## config.mk

```make
export PLATFORM = sky130hd
export DESIGN_NAME = ps2_keyboard_receiver
export DESIGN_NICKNAME = d
export VERILOG_FILES = /design/src/rtl/ps2_pkg.sv /design/src/rtl/ps2_line_filter.sv /design/src/rtl/ps2_keyboard_receiver.sv
export SDC_FILE = /design/constraint.sdc
export NUM_CORES = 1
export LEC_CHECK = 0
export CAP_MARGIN = 30
export CORE_ASPECT_RATIO = 2
export CORE_MARGIN = 2
export CORE_UTILIZATION = 62
export DETAILED_ROUTE_END_ITERATION = 6
export PLACE_DENSITY = 0.87
export SLEW_MARGIN = 0
export SYNTH_ARGS = -nofsm -noshare
export SYNTH_HDL_FRONTEND = slang
export SYNTH_SLANG_ARGS = --single-unit
```

## constraint.sdc

```tcl
create_clock -name clock -period 3.18 [get_ports clock]
set_input_delay 0.636 -clock clock [delete_from_list [all_inputs] [get_ports clock]]
set_output_delay 0.636 -clock clock [all_outputs]
set_load 0.05 [all_outputs]
```

## src/rtl/ps2_pkg.sv

```systemverilog
// Shared definitions for the PS/2 keyboard receive path: frame FSM states,
// scancode prefix bytes, frame geometry and the parity helper.
package ps2_pkg;

  // Receive FSM states, one per field of the device-to-host frame.
  typedef enum logic [1:0] {
    IDLE   = 2'd0,
    DATA   = 2'd1,
    PARITY = 2'd2,
    STOP   = 2'd3
  } ps2_state_t;

  // Prefix bytes that are folded into flags rather than reported as keys.
  localparam logic [7:0] PS2_PREFIX_EXT   = 8'hE0;
  localparam logic [7:0] PS2_PREFIX_BREAK = 8'hF0;

  // Start + 8 data + parity + stop.
  localparam int PS2_FRAME_LEN = 11;
  localparam int PS2_DATA_BITS = PS2_FRAME_LEN - 3;

  // PS/2 uses odd parity: the data bits plus the parity bit hold an odd
  // number of ones.
  function automatic logic odd_parity_ok(input logic [7:0] data, input logic parity);
    return ^{data, parity};
  endfunction

endpackage

```

## src/rtl/ps2_line_filter.sv

```systemverilog
// Synchronizer, glitch filter and falling-edge strobe for one PS/2 line.
// The filtered level only follows the synchronized line once it has held a
// different value for FILTER_LEN consecutive clocks, so short spikes on the
// open-collector PS/2 clock never produce a strobe.
module ps2_line_filter #(
  parameter int FILTER_LEN = 4
) (
  input  logic clock,
  input  logic reset,
  input  logic line_raw,
  output logic fall
);

  localparam int CW = $clog2(FILTER_LEN + 1);
  localparam logic [CW-1:0] CNT_LAST = CW'(FILTER_LEN - 1);

  logic [1:0]    sync_q;
  logic          line_sync;
  logic          level_q;
  logic [CW-1:0] cnt_q;

  // Two-flop synchronizer; the idle PS/2 line is high, so reset to ones.
  always_ff @(posedge clock) begin
    if (reset) sync_q <= 2'b11;
    else       sync_q <= {sync_q[0], line_raw};
  end

  assign line_sync = sync_q[1];

  // Count consecutive samples that disagree with the filtered level; commit
  // the new level on the FILTER_LEN-th one and flag a 1->0 commit as a fall.
  always_ff @(posedge clock) begin
    if (reset) begin
      level_q <= 1'b1;
      cnt_q   <= '0;
      fall    <= 1'b0;
    end else begin
      fall <= 1'b0;
      if (line_sync == level_q) begin
        cnt_q <= '0;
      end else if (cnt_q == CNT_LAST) begin
        level_q <= line_sync;
        cnt_q   <= '0;
        fall    <= level_q;
      end else begin
        cnt_q <= cnt_q + 1'b1;
      end
    end
  end

endmodule

```

## src/rtl/ps2_keyboard_receiver.sv

```systemverilog
// PS/2 keyboard receiver: turns device-to-host frames into key events for the
// game logic. E0 and F0 prefixes are folded into code_extended and
// code_released on the following scancode.
//
// Output protocol: code_valid is a one-cycle pulse with no back-pressure;
// code, code_extended and code_released change only in a code_valid cycle and
// hold until the next one. frame_error is a one-cycle pulse for a discarded
// frame and never coincides with code_valid.
module ps2_keyboard_receiver
  import ps2_pkg::*;
#(
  parameter int FILTER_LEN     = 4,
  parameter int TIMEOUT_CYCLES = 50000
) (
  input  logic       clock,
  input  logic       reset,
  input  logic       ps2_clock,
  input  logic       ps2_data,
  output logic [7:0] code,
  output logic       code_extended,
  output logic       code_released,
  output logic       code_valid,
  output logic       frame_error,
  output logic [1:0] state_dbg
);

  localparam int TW = $clog2(TIMEOUT_CYCLES + 1);
  localparam logic [TW-1:0] TIMEOUT_LAST = TW'(TIMEOUT_CYCLES);
  localparam logic [2:0]    LAST_BIT     = 3'(PS2_DATA_BITS - 1);

  logic          fall;
  logic [1:0]    data_sync_q;
  logic          data_sync;

  ps2_state_t    state_q, state_d;
  logic [2:0]    bit_cnt_q, bit_cnt_d;
  logic [7:0]    shift_q, shift_d;
  logic          parity_q, parity_d;
  logic [TW-1:0] tcnt_q;
  logic          timeout;
  logic          byte_ok;
  logic          frame_bad;
  logic          pending_ext_q;
  logic          pending_rel_q;

  ps2_line_filter #(
    .FILTER_LEN (FILTER_LEN)
  ) u_clock_filter (
    .clock    (clock),
    .reset    (reset),
    .line_raw (ps2_clock),
    .fall     (fall)
  );

  // Bare two-flop synchronizer for the data pin; it is only looked at on a
  // filtered clock fall, long after it has settled.
  always_ff @(posedge clock) begin
    if (reset) data_sync_q <= 2'b11;
    else       data_sync_q <= {data_sync_q[0], ps2_data};
  end

  assign data_sync = data_sync_q[1];
  assign timeout   = (tcnt_q == TIMEOUT_LAST);
  assign state_dbg = state_q;

  // Frame FSM and field registers.
  always_ff @(posedge clock) begin
    if (reset) begin
      state_q   <= IDLE;
      bit_cnt_q <= '0;
      shift_q   <= '0;
      parity_q  <= 1'b0;
    end else begin
      state_q   <= state_d;
      bit_cnt_q <= bit_cnt_d;
      shift_q   <= shift_d;
      parity_q  <= parity_d;
    end
  end

  // Next state: one frame field per filtered fall; a timeout abandons the
  // frame from any non-idle state.
  always_comb begin
    state_d   = state_q;
    bit_cnt_d = bit_cnt_q;
    shift_d   = shift_q;
    parity_d  = parity_q;
    byte_ok   = 1'b0;
    frame_bad = 1'b0;
    case (state_q)
      IDLE: begin
        // A fall with data high is not a start bit; it is simply ignored.
        if (fall && !data_sync) begin
          state_d   = DATA;
          bit_cnt_d = '0;
        end
      end
      DATA: begin
        if (timeout) begin
          frame_bad = 1'b1;
          state_d   = IDLE;
        end else if (fall) begin
          shift_d[bit_cnt_q] = data_sync;
          bit_cnt_d          = bit_cnt_q + 1'b1;
          if (bit_cnt_q == LAST_BIT) state_d = PARITY;
        end
      end
      PARITY: begin
        if (timeout) begin
          frame_bad = 1'b1;
          state_d   = IDLE;
        end else if (fall) begin
          parity_d = data_sync;
          state_d  = STOP;
        end
      end
      STOP: begin
        if (timeout) begin
          frame_bad = 1'b1;
          state_d   = IDLE;
        end else if (fall) begin
          if (data_sync && odd_parity_ok(shift_q, parity_q)) byte_ok   = 1'b1;
          else                                               frame_bad = 1'b1;
          state_d = IDLE;
        end
      end
      default: state_d = IDLE;
    endcase
  end

  // Inter-edge watchdog: clears on every fall inside a frame, held at zero
  // while idle, saturates at the limit until the FSM leaves the frame.
  always_ff @(posedge clock) begin
    if (reset || state_q == IDLE || fall) tcnt_q <= '0;
    else if (!timeout)                    tcnt_q <= tcnt_q + 1'b1;
  end

  // Byte handling: prefixes arm flags, other bytes become key events, and a
  // discarded frame drops any half-built prefix sequence.
  always_ff @(posedge clock) begin
    if (reset) begin
      code          <= '0;
      code_extended <= 1'b0;
      code_released <= 1'b0;
      code_valid    <= 1'b0;
      frame_error   <= 1'b0;
      pending_ext_q <= 1'b0;
      pending_rel_q <= 1'b0;
    end else begin
      code_valid  <= 1'b0;
      frame_error <= 1'b0;
      if (frame_bad) begin
        frame_error   <= 1'b1;
        pending_ext_q <= 1'b0;
        pending_rel_q <= 1'b0;
      end else if (byte_ok) begin
        if (shift_q == PS2_PREFIX_EXT) begin
          pending_ext_q <= 1'b1;
        end else if (shift_q == PS2_PREFIX_BREAK) begin
          pending_rel_q <= 1'b1;
        end else begin
          code          <= shift_q;
          code_extended <= pending_ext_q;
          code_released <= pending_rel_q;
          code_valid    <= 1'b1;
          pending_ext_q <= 1'b0;
          pending_rel_q <= 1'b0;
        end
      end
    end
  end

endmodule

```

# Word-level counts from Yosys, hierarchy flattened
# Index checks and enable logic that the tools add are counted.
# Widths: inputs -> output; s select.
# word_totals
reg_bits	53
out_inout_bits	14
wordCells	98
# op_classes
n_addsub	3
n_lt_le_gt_ge	2
n_eq_ne	17
muxes	30
bitwise	7
n_reduce_logical	22
# ops
operator	n
$add 16x1->16 const B	1
$eq 16x16->1 const B	1
$eq 8x8->1 const B	2
$mux 2	8
$mux 1	14
$mux 3	3
$ne 3x2->1 const B	3
$reduce_xor 9->1	1
$bwmux 8	1
$pmux 2 s4	1
$reduce_and 4->1	2
$not 1->1	7
$add 3x1->3 const B	2
$ne 2x2->1 const B	3
$pmux 3 s2	1
$reduce_and 2->1	3
$reduce_and 3->1	2
$reduce_or 3->1	2
$reduce_and 5->1	1
$eq 2x2->1 const B	2
$lt 3x4->1 const B	1
$reduce_or 2->1	2
$reduce_or 4->1	1
$demux 1 s3	1
other kinds (13)	16

# Longest topological paths before layout
# Gate-level depths: netlist of run 1.
# depth
word_depth	8
ltp_mapped	9
depth_no_buf	7

# Hierarchy
# A second synthesis of run 1 with hierarchy kept.
# hier_totals
hier_cells	271
hier_area_um2	2566.2
# modules_own_cells
module	n_inst	cells_each	area_each_um2	seq_area_each_um2
ps2_keyboard_receiver	1	252	2319.7	920.9
ps2_line_filter	1	19	246.5	140.1

# Least setup slack after synthesis of run 1
# OpenSTA, ideal clock, no wires.
# synth_path
path_kind	reg-to-reg
from	register state_q[0], in the netlist state_dbg[0]
to	register tcnt_q[10]
setup_ps	65
arrival_time_ps	2020
required_ps	3115
setup_slack_ps	1095
path_stages_with_launch	8
path_buffers	3
synth_period_minus_slack_ps	2085
cell_sequence	dfxtp_1 > inv_1 > ha_1 > clkbuf_1 > or3_1 > clkbuf_1 > clkbuf_1 > nor2_1
# synth_via
elab_chain_len	3
# synth_rtl
item	line	source
from (decl)	ps2_keyboard_receiver.sv:35	ps2_state_t state_q, state_d;
from (signal assigned)	ps2_keyboard_receiver.sv:74	state_q <= state_d;
$logic_not 2->1	ps2_keyboard_receiver.sv:134	if (reset || state_q == IDLE || fall) tcnt_q <= '0;
$logic_or 1x1->1 (2 in a row)	ps2_keyboard_receiver.sv:134	
to (signal assigned)	ps2_keyboard_receiver.sv:135	else if (!timeout) tcnt_q <= tcnt_q + 1'b1;
to (decl)	ps2_keyboard_receiver.sv:39	logic [TW-1:0] tcnt_q;
# Every way passes these cells.
# A chain may end at the register's enable or synchronous reset.

# Worst setup path in the final report of run 1
# layout_path
from	register state_q[1], in the netlist state_dbg[1]
to	output port state_dbg[1]
# layout_lines
item	line	source
to (decl)	ps2_keyboard_receiver.sv:24	output logic [1:0] state_dbg
# No word-level cell between the ends.

==> results of run 1 <==
==> stage by stage <==
| step | std cells | hold slack (ps) |
|---|---|---|
| after global routing | 334 | 432 |
| after global placement | 326 | 393 |
| after detailed placement | 326 | 402 |
| after CTS | 334 | 426 |
| final | 334 | 423 |
| after floorplan | 269 | 389 |
==> power by group <==
part,internal (mW),leakage (nW),switching (mW)
combinational,0.0652,0.521,0.122
sequential,0.677,0.428,0.0151
clock,0.256,0.0574,0.218
total,0.998,1.01,0.356
==> cell usage in the layout (no fill, tap or decap), types with 6 or more instances in the layout <==
master | netlist | routed
xnor2_1 | 8 | 8
a21oi_1 | 14 | 14
xor2_1 | 10 | 10
clkdlybuf4s50_1 | 0 | 17
clkbuf_8 | 1 | 6
ha_1 | 10 | 10
dfxtp_1 | 53 | 53
nor2_1 | 34 | 34
o21ai_0 | 8 | 8
nand2_1 | 12 | 12
nand3_1 | 21 | 21
inv_1 | 9 | 9
mux2i_1 | 12 | 12
==> cell families after synthesis <==
| kind of cell | Yosys count | share of synthesized area |
|---|---|---|
| AO/OA/AOI/OAI | 38 | 0.0940 |
| XOR/XNOR | 20 | 0.0815 |
| adder cells (fa/ha/maj) | 10 | 0.0500 |
| buffers and inverters | 22 | 0.0420 |
| flip-flops | 53 | 0.424 |
| multiplexers | 14 | 0.0630 |
| AND/OR/NAND/NOR | 112 | 0.245 |
==> sequential cells by signal, summed over array words and instances (netlist names) <==
| name | count |
|---|---|
| tcnt_q | 16 |
| pending_rel_q | 1 |
| u_clock_filter.cnt_q | 3 |
| code_valid | 1 |
| u_clock_filter.sync_q | 2 |
| code | 8 |
| state_dbg | 2 |
| bit_cnt_q | 3 |
| pending_ext_q | 1 |
| u_clock_filter.fall | 1 |
| code_extended | 1 |
| shift_q | 8 |
| u_clock_filter.level_q | 1 |
| data_sync_q | 2 |
| frame_error | 1 |
| parity_q | 1 |
| code_released | 1 |
==> area by class of cell <==
| cell class | instances | area [sq um] |
|---|---|---|
| multi-input combinational | 194 | 1340 |
| sequential | 53 | 1060 |
| fill | 291 | 1040 |
| timing repair buffer | 19 | 185 |
| clock buffer | 6 | 82.6 |
| tap | 51 | 63.8 |
| clock inverter | 2 | 37.5 |
| inverter | 9 | 33.8 |
==> metal layers <==
| metal | track usage | vias up | part of all wire |
|---|---|---|---|
| li1 | - | 965 | - |
| met1 | 0.233 | 966 | 0.37 |
| met2 | 0.489 | 46 | 0.57 |
| met3 | 0.0318 | 16 | 0.025 |
| met4 | 0.143 | 0 | 0.038 |
| met5 | 0 | - | 0 |
==> final timing paths <==
path                                          to                                 from
max                                 state_dbg[1]            state_dbg[1]$_SDFFE_PP0P_
min          u_clock_filter.sync_q[1]$_SDFF_PP1_  u_clock_filter.sync_q[0]$_SDFF_PP1_
max reg2reg           pending_rel_q$_SDFFE_PP0P_               tcnt_q[0]$_SDFFE_PP0N_
min reg2reg  u_clock_filter.sync_q[1]$_SDFF_PP1_  u_clock_filter.sync_q[0]$_SDFF_PP1_
==> cells in the mapped netlist (all sizes together) (2+ instances only) <==
library cell,count
nand3,21
clkbuf,10
nor4,3
nor2,35
xnor2,8
o21ai,11
nor4bb,3
mux2i,13
nand2,12
a41oi,3
o21bai,2
and2,3
and3,4
and4,3
inv,9
nand4,4
nand3b,3
a211oi,3
xnor3,2
nand4b,2
nor3,6
dfxtp,53
nor4b,2
buf,3
xor2,10
a21oi,14
nor2b,2
or3,3
ha,10
or2,4
==> summary.log, run 1 <==
qor: critical_path.critical-path-slowest-cell clkdlybuf4s50_1
qor: timing.setup-violations-final 0
qor: logic_synthesis.synth_fp_nets 283
qor: timing.max_freq 461 MHz
qor: cells_and_area.finalNetCount 296
qor: logic_synthesis.synth.lib_cells_used.distinct 48
qor: timing.post-route-period-util 0.683
qor: logic_synthesis.dominantRegCellSynth dfxtp_1
qor: logic_synthesis.yosys_warnings 0
qor: clocking.post_cts.resized_instances 0
qor: routing.drcViolationCount 0
qor: clocking.cts.hold.buffers_added 0
qor: timing.timing_max_transition_violations_final 0
qor: logic_synthesis.area_of_the_mapped_netlist 2500 sq um
qor: logic_synthesis.share_of_the_synthesized_area_in_the_top_cell_type 0.424
qor: timing.worst-slew-pin-transition 732 ps
qor: worst_hold_path.hold_path_depth 1
qor: power.irDropWorstVdd 0.000471 V
qor: run_status.run_status completed
qor: power.design_power_total 1.35 mW
qor: global_route.first_global_vias 1955
qor: logic_synthesis.yosys.area.top_type dfxtp_1
qor: clocking.cts_tree built
qor: floorplan.top_level_ports 18
qor: critical_path.worst-endpoint-required 2540 ps
qor: placed_design.portBuffers 17
qor: critical_path.rr_worst_depth 7
qor: routing.vias_per_cell 5.97
qor: floorplan.core 3840 sq um
qor: job.cap_viol_max_count 0
qor: clocking.post_cts_buffers 0
qor: timing.maxSlewHeadroom 0.508
qor: clocking.clock_tree.root_cell clkbuf_8
qor: logic_synthesis.most_area_consuming_cells_after_synthesis dfxtp_1 42%, nor2_1 5.1%, ha_1 5.0%, mux2i_1 4.8%, nand3_1 4.2%
qor: clocking.clk_pin_slew_worst_paths 90 ps
qor: critical_path.startpoint_class_of_the_critical_path flop
qor: cells_and_area.antennaDiodeCount 0
qor: critical_path.critical_path.cell_chain clkdlybuf4s50_1
qor: logic_synthesis.synth_async_sr_flop_share 0
qor: routing.post_drt_wl_per_cell 15.4 um
qor: cells_and_area.drive_gt1_frac 0.0883
qor: timing.grt_setup_unrepaired false
qor: floorplan.die_x 48.9 um
qor: critical_path.rrSetupSlack 1050 ps
qor: floorplan.initial_utilization 0.651
qor: clocking.clock_insertion_delay_at_the_later_pin_of_the_skew_report 300 ps
qor: placed_design.hpwl 3750 um
qor: floorplan.dieHeight 93.8 um
qor: cells_and_area.final_core_utilization 0.728
qor: floorplan.die_area 4590 sq um
qor: routing.initialDrtViolationCount 50
qor: clocking.number_of_levels_in_the_clock_h_tree 2
qor: logic_synthesis.synthesis.area_per_instance 9.30 sq um
qor: critical_path.worstPathMaxFanout 5
qor: routing.detail_route.first_pass.iterations 5
qor: placed_design.place_congestion 0.850
qor: clocking.cts_made_buffers 5
qor: critical_path.crit_end_element output pin
qor: worst_hold_path.classification_of_the_worst_slack_hold_path flop to flop
qor: critical_path.timing_worst_setup_path_type flop to output pin
qor: critical_path.worst-endpoint-arrival 1540 ps
qor: global_route.grt_usage 0.247
qor: routing.routed-via-count 1993
qor: clocking.clk_path_buf_depth 2
qor: timing.final_period_minus_worst_setup_slack 2170 ps
qor: timing.hold_violation_total_from_the_final_report 0
qor: timing.final.setup.tns 0 ps
qor: cells_and_area.finalInstanceArea 2800 sq um
qor: logic_synthesis.synth_seq_cells 53
qor: timing.skew 8.05 ps
qor: routing.totalWireLength 5140 um
qor: logic_synthesis.synth_enable_flop_cells 0
qor: critical_path.crit_buf_inv 1
qor: critical_path.crit_family buffers and inverters
qor: critical_path.critical_path_depth 1
qor: placed_design.dpl-instance-area 2680 sq um
qor: critical_path.critical_path.max_stage_delay 830 ps
qor: placed_design.placement.setup.worst_slack 1130 ps
qor: cells_and_area.area_delta_synth_final 11.9%
qor: global_route.grt_first_pass_wirelength 8710 um
qor: global_route.grt-ovfl-total 0
qor: logic_synthesis.synth_sequential_area_ratio 0.424
qor: clocking.clock_sinks 53
qor: global_route.maximum_number_of_pins_on_one_net_before_global_route_repair 35
qor: global_route.number_of_antenna_violations_at_the_first_check_in_global_routing 0
qor: power.pwr_density_cell 484 nW/um^2
qor: logic_synthesis.synthesis.instances 269
qor: routing.antenna_left 0
qor: power.power_leakage 1.01 nW
qor: timing.setup_slack 1010 ps
qor: floorplan.total_number_of_placement_rows 32
(Power assumes the default switching activity.)
==> inputs of run 2 (changes only) <==
- CORE_UTILIZATION: 62 -> 58
- PLACE_DENSITY: 0.87 -> 0.82
- clock period: 3.18 -> 2.05 ns (I/O delays scaled with it)
==> summary.log, run 2 (synthesis gave the netlist of run 1 again) <==
qor: worst_hold_path.classification_of_the_worst_slack_hold_path flop to flop
qor: clocking.clock_insertion_delay_at_the_later_pin_of_the_skew_report 300 ps [about the same]
qor: clocking.clock_sinks 53 [unchanged]
qor: critical_path.worstReg2RegEnd pending_ext_q$_SDFFE_PP0P_
qor: timing.setup-violations-final 0 [unchanged]
qor: global_route.grt-ovfl-total 0 [unchanged]
qor: cells_and_area.antennaDiodeCount 0 [unchanged]
qor: clocking.cts_made_buffers 5 [unchanged]
qor: timing.grt_setup_unrepaired false
qor: placed_design.place_congestion 0.802 [-5.6%]
qor: timing.final.setup.tns 0 ps [unchanged]
qor: power.pwr_density_cell 663 nW/um^2 [+37%]
qor: critical_path.startpoint_class_of_the_critical_path flop
qor: cells_and_area.reg_top3 tcnt_q x16, code x8, shift_q x8
qor: routing.routed-via-count 2041 [+2.4%]
qor: critical_path.crit_end_element flop
qor: power.power_leakage 1.08 nW [+7.8%]
qor: floorplan.top_level_ports 18 [unchanged]
qor: worst_hold_path.hold-path-endpoint data_sync_q[1]$_SDFF_PP1_
qor: power.power_switching 540 uW [+52%]
qor: clocking.clk_pin_slew_worst_paths 90 ps [about the same]
qor: global_route.grt_usage 0.233 [-0.0139]
qor: cells_and_area.final_core_utilization 0.715 [-0.0133]
qor: power.share_seq_of_total_power 0.550 [+0.039]
qor: placed_design.dp.cells 340 [+4.3%]
qor: cells_and_area.finalNetCount 313 [+5.7%]
qor: critical_path.rrSetupSlack 110 ps [-940 ps]
qor: global_route.number_of_antenna_violations_at_the_first_check_in_global_routing 0 [unchanged]
qor: floorplan.die_x 50.4 um [+3.1%]
qor: floorplan.total_number_of_placement_rows 33 [+3.1%]
qor: power.power.share.switching 0.276 [+0.0131]
qor: global_route.first_global_vias 2043 [+4.5%]
qor: floorplan.dieHeight 96.9 um [+3.3%]
qor: power.power.combinational.fraction 0.162 [+0.023]
qor: power.irDropWorstVdd 0.000694 V [+47%]
qor: placed_design.portBuffers 17 [unchanged]
qor: critical_path.timing.rr.start shift_q[1]$_SDFFE_PP0P_
qor: power.total_internal_power 1.42 mW [+42%]
qor: routing.initialDrtViolationCount 59 [+18%]
qor: floorplan.core 4130 sq um [+7.4%]
qor: timing.post-route-period-util 0.947
qor: clocking.cts.hold.buffers_added 0 [unchanged]
qor: global_route.global_route.peak_usage_layer met2
qor: critical_path.worst-endpoint-arrival 2130 ps [+590 ps]
qor: cells_and_area.finalInstanceArea 2950 sq um [+5.5%]
qor: routing.drcViolationCount 0 [unchanged]
qor: timing.maxSlewHeadroom 0.637 [+0.129]
qor: run_status.run_status completed
qor: timing.setup_slack 109 ps [-900 ps]
qor: worst_hold_path.hold_path_depth 1 [unchanged]
qor: worst_hold_path.min-delay-start data_sync_q[0]$_SDFF_PP1_
qor: routing.vias_per_cell 5.80 [-2.8%]
qor: timing.timing_max_transition_violations_final 0 [unchanged]
qor: critical_path.worst-endpoint-required 2240 ps [-300 ps]
qor: global_route.groute.layer.met2.usage 0.457 [-0.0311]
qor: critical_path.timing_worst_setup_path_type flop to flop
qor: cells_and_area.most_common_cell_after_layout_fill_and_taps_aside dfxtp_1
qor: floorplan.die_area 4890 sq um [+6.5%]
qor: floorplan.initial_utilization 0.606 [-0.0450]
qor: clocking.clock_tree.root_cell clkbuf_8
qor: clocking.cts_tree built
qor: timing.max_freq 515 MHz
qor: job.cap_viol_max_count 0 [unchanged]
qor: routing.antenna_left 0 [unchanged]
qor: routing.totalWireLength 5360 um [+4.3%]
qor: power.power.clock.fraction 0.288 [-0.062]
qor: cells_and_area.area_delta_synth_final 18.0%
qor: timing.hold_violation_total_from_the_final_report 0 [unchanged]
qor: global_route.grt_first_pass_wirelength 8960 um [+2.9%]
qor: cells_and_area.drive_gt1_frac 0.153 [+0.0650]
qor: timing.worst-slew-pin-transition 531 ps [-200 ps]
qor: global_route.groute.layer.met1.usage 0.218 [-0.0148]
qor: cells_and_area.final_cells 352 [+5.4%]
qor: routing.detail_route.first_pass.iterations 4 [-1]
qor: critical_path.rr_worst_depth 5 [-2]
qor: timing.skew 4.86 ps [-3.19 ps]
qor: clocking.clk_path_buf_depth 2 [unchanged]
qor: global_route.groute.layer.met3.usage 0.0386 [+0.00673]
qor: clocking.number_of_levels_in_the_clock_h_tree 2 [unchanged]
qor: routing.post_drt_wl_per_cell 15.2 um [-1.1%]
qor: cells_and_area.largest_register_ffs 16 [unchanged]
qor: cells_and_area.final_cell_mix 51 x dfxtp_1, 34 x nor2_1, 21 x nand3_1
qor: power.design_power_total 1.96 mW [+45%]
qor: global_route.maximum_number_of_pins_on_one_net_before_global_route_repair 31 [-11%]
qor: timing.worst_hold_slack 413 ps [-10.3 ps]
qor: timing.final_period_minus_worst_setup_slack 1940 ps
qor: cells_and_area.largest-register tcnt_q
qor: placed_design.dpl-instance-area 2790 sq um [+4.2%]
qor: cells_and_area.num-fill-cells 341 [+17%]
qor: placed_design.hpwl 3970 um [+5.9%]
qor: placed_design.placement.setup.worst_slack -42.3 ps [-1170 ps]
qor: critical_path.worstPathMaxFanout 14 [+9]
==> run 2: changes by cell type in the layout (fill, tap and decap cells not counted), sizes merged <==
cell,change
buf,+17
clkinvlp,-1
bufinv,-1
clkbuf,+2
==> run 2: worst max-delay path: stages (launching register included) <==
cell and delay [ps]:
dfxtp_1 420, xor2_1 190, xnor3_2 500, mux2_4 410, a41oi_1 250, nor4_1 70
==> run 2: metal layers <==
metal / wire (um) / share of wire / vias up
met3: 176 / 0.033 / 13
met4: 145 / 0.027 / 0
li1: - / - / 998
met5: 0 / 0 / -
met2: 3140 / 0.59 / 48
met1: 1890 / 0.35 / 982
==> run 2: final cells by class <==
class | instances | area (sq um) | share of cell area
Timing Repair Buffer | 36 | 325 | 0.110
Multi-Input combinational cell | 194 | 1380 | 0.469
Tap cell | 52 | 65.1 | 0.0220
Clock buffer | 8 | 80.1 | 0.0271
Sequential cell | 53 | 1060 | 0.360
Inverter | 9 | 33.8 | 0.0114
==> run 2: worst max path at each step <==
stage	start	end	slack, ps	cells past startpoint
floorplan	state_dbg[1]$_SDFFE_PP0P_	tcnt_q[10]$_SDFFE_PP0N_	2	7
global placement	tcnt_q[0]$_SDFFE_PP0N_	code[3]$_SDFFE_PP0P_	100	7
detailed placement	tcnt_q[0]$_SDFFE_PP0N_	pending_ext_q$_SDFFE_PP0P_	-40	7
CTS	tcnt_q[0]$_SDFFE_PP0N_	code[3]$_SDFFE_PP0P_	-1	7
global route	shift_q[1]$_SDFFE_PP0P_	pending_ext_q$_SDFFE_PP0P_	20	5
finish	shift_q[1]$_SDFFE_PP0P_	pending_ext_q$_SDFFE_PP0P_	110	5
==> run 2: timing repair <==
action | CTS | global route
setup buffers | 0 | 4
setup endpoints to repair | 3 | 23
pin swaps | 0 | 1
resized for setup | 1 | 9
cloned | 0 | 0
==> run 2: power by group through the flow <==
stage	sequential [mW]	clock (mW)	combinational, mW
after global placement	1.10	0	0.308
after floorplan	1.13	0	0.183
after CTS	1.07	0.573	0.312
final	1.08	0.563	0.317
after global routing	1.08	0.609	0.345
after detailed placement	1.10	0	0.311
==> inputs of run 3 (changes only) <==
- PLACE_DENSITY: 0.82 -> default
- PLACE_DENSITY_LB_ADDON: default -> 0.1
- TNS_END_PERCENT: default -> 5
==> summary.log, run 3 (synthesis gave the netlist of run 1 again) <==
qor: cells_and_area.largest_register_ffs 16 [unchanged]
qor: critical_path.critical_path.cell_chain clkdlybuf4s50_1
qor: worst_hold_path.classification_of_the_worst_slack_hold_path flop to flop
qor: floorplan.die_area 4890 sq um [unchanged]
qor: clocking.clk_path_buf_depth 2 [unchanged]
qor: floorplan.die_x 50.4 um [unchanged]
qor: clocking.clk_pin_slew_worst_paths 100 ps [about the same]
qor: global_route.first_global_vias 2015 [-1.4%]
qor: critical_path.worst-endpoint-required 1640 ps [-600 ps]
qor: clocking.clock_sinks 53 [unchanged]
qor: critical_path.worst-endpoint-arrival 1550 ps [-580 ps]
qor: timing.worst-slew-pin-transition 616 ps [+84.2 ps]
qor: clocking.clock_insertion_delay_at_the_later_pin_of_the_skew_report 310 ps [about the same]
qor: global_route.grt-ovfl-total 0 [unchanged]
qor: global_route.maximum_number_of_pins_on_one_net_before_global_route_repair 18 [-42%]
qor: power.power_leakage 1.11 nW [+2.6%]
qor: run_status.run_status completed
qor: cells_and_area.finalNetCount 316 [+0.96%]
qor: cells_and_area.num-fill-cells 332 [-2.6%]
qor: global_route.grt_usage 0.240 [+0.00684]
qor: job.cap_viol_max_count 0 [unchanged]
qor: timing.post-route-period-util 0.956 [+0.00926]
qor: timing.final.setup.tns 0 ps [unchanged]
qor: clocking.cts.hold.buffers_added 0 [unchanged]
qor: critical_path.critical_path.max_stage_delay 830 ps [+330 ps]
qor: placed_design.hpwl 3980 um [+0.22%]
qor: routing.drcViolationCount 0 [unchanged]
qor: timing.max_freq 510 MHz [-0.97%]
qor: timing.skew 11.0 ps [+6.10 ps]
qor: global_route.grt_first_pass_wirelength 9180 um [+2.4%]
qor: power.irDropWorstVdd 0.000662 V [-4.6%]
qor: clocking.cts_tree built
qor: placed_design.portBuffers 17 [unchanged]
qor: timing.setup-violations-final 0 [unchanged]
qor: global_route.number_of_antenna_violations_at_the_first_check_in_global_routing 0 [unchanged]
qor: critical_path.crit_end_element output pin
qor: cells_and_area.antennaDiodeCount 0 [unchanged]
qor: cells_and_area.most_common_cell_after_layout_fill_and_taps_aside dfxtp_1
qor: timing.maxSlewHeadroom 0.587 [-0.0492]
qor: timing.worst_hold_slack 405 ps [-8.29 ps]
qor: floorplan.total_number_of_placement_rows 33 [unchanged]
qor: timing.hold_violation_total_from_the_final_report 0 [unchanged]
qor: critical_path.timing_worst_setup_path_type flop to output pin
qor: power.pwr_density_cell 720 nW/um^2 [+8.7%]
qor: routing.detail_route.first_pass.iterations 4 [unchanged]
qor: cells_and_area.sequential_cell_area 1060 sq um [unchanged]
qor: critical_path.critical-path-slowest-cell clkdlybuf4s50_1
qor: floorplan.top_level_ports 18 [unchanged]
qor: critical_path.crit_family buffers and inverters
qor: clocking.cts_made_buffers 5 [unchanged]
qor: floorplan.initial_utilization 0.606 [unchanged]
qor: routing.routed-via-count 2000 [-2.0%]
qor: placed_design.place_congestion 0.819 [+2.1%]
qor: cells_and_area.largest-register tcnt_q
qor: routing.totalWireLength 5400 um [+0.75%]
qor: timing.timing_max_transition_violations_final 0 [unchanged]
qor: clocking.number_of_levels_in_the_clock_h_tree 2 [unchanged]
qor: routing.post_drt_wl_per_cell 15.2 um [-0.10%]
qor: routing.antenna_left 0 [unchanged]
qor: critical_path.crit_buf_inv 1 [+1]
qor: cells_and_area.final_cell_mix 51 x dfxtp_1, 34 x nor2_1, 22 x buf_4
qor: cells_and_area.reg_top3 tcnt_q x16, code x8, shift_q x8
qor: cells_and_area.multi_input_area 1370 sq um [-0.90%]
qor: routing.initialDrtViolationCount 49 [-17%]
qor: critical_path.startpoint_class_of_the_critical_path flop
qor: floorplan.core 4130 sq um [unchanged]
qor: floorplan.dieHeight 96.9 um [unchanged]
qor: routing.vias_per_cell 5.63 [-2.8%]
qor: timing.final_period_minus_worst_setup_slack 1960 ps [+19.0 ps]
qor: cells_and_area.area_delta_synth_final 19.5%
qor: cells_and_area.drive_gt1_frac 0.168 [+0.0150]
qor: critical_path.worstPathMaxFanout 5 [-9]
qor: clocking.clock_tree.root_cell clkbuf_8
==> run 3: what timing repair did <==
action	in CTS	in global routing
buffers inserted	0	5
endpoints found under the setup margin	2	18
resized for setup	2	6
==> run 3: layout make-up <==
type | count | share of cell area
flip-flops and latches | 53 | 0.356
multi-input cells | 194 | 0.459
repair buffers | 39 | 0.112
clock buffers | 6 | 0.0276
well taps | 52 | 0.0218
clock inverters | 2 | 0.0126
inverters | 9 | 0.0113
==> run 3: layer usage <==
metal | GRT usage | part of all wire | routed length (um)
met5 | 0 | 0 | 0
met4 | 0.0832 | 0.020 | 109
met3 | 0.0386 | 0.025 | 137
met2 | 0.473 | 0.59 | 3210
met1 | 0.236 | 0.36 | 1950
==> run 3: through the flow <==
stage	util	instances	setup slack [ps]	cell area [sq um]	total power, mW
floorplan	-	269	1.54	2500	1.31
global placement	0.677	342	99.2	2790	1.42
detailed placement	0.677	342	-40.7	2790	1.43
CTS	0.708	350	72.9	2920	2.16
global route	0.724	355	-9.51	2990	2.24
finish	0.724	355	90.1	2990	2.15
==> run 3: worst paths after layout <==
path / from / end / slack [ps] / depth (start not counted)
max: state_dbg[1]$_SDFFE_PP0P_ / state_dbg[1] / 90 / 1
min: u_clock_filter.sync_q[0]$_SDFF_PP1_ / u_clock_filter.sync_q[1]$_SDFF_PP1_ / 400 / 1
max reg2reg: shift_q[0]$_SDFFE_PP0P_ / pending_ext_q$_SDFFE_PP0P_ / 110 / 5
min reg2reg: u_clock_filter.sync_q[0]$_SDFF_PP1_ / u_clock_filter.sync_q[1]$_SDFF_PP1_ / 400 / 1
==> run 3: where the power goes <==
| group | switching, mW | internal [mW] | total [mW] |
|---|---|---|---|
| clock | 0.344 | 0.397 | 0.741 |
| sequential | 0.0184 | 1.05 | 1.07 |
| combinational | 0.206 | 0.136 | 0.342 |
| total | 0.569 | 1.58 | 2.15 |
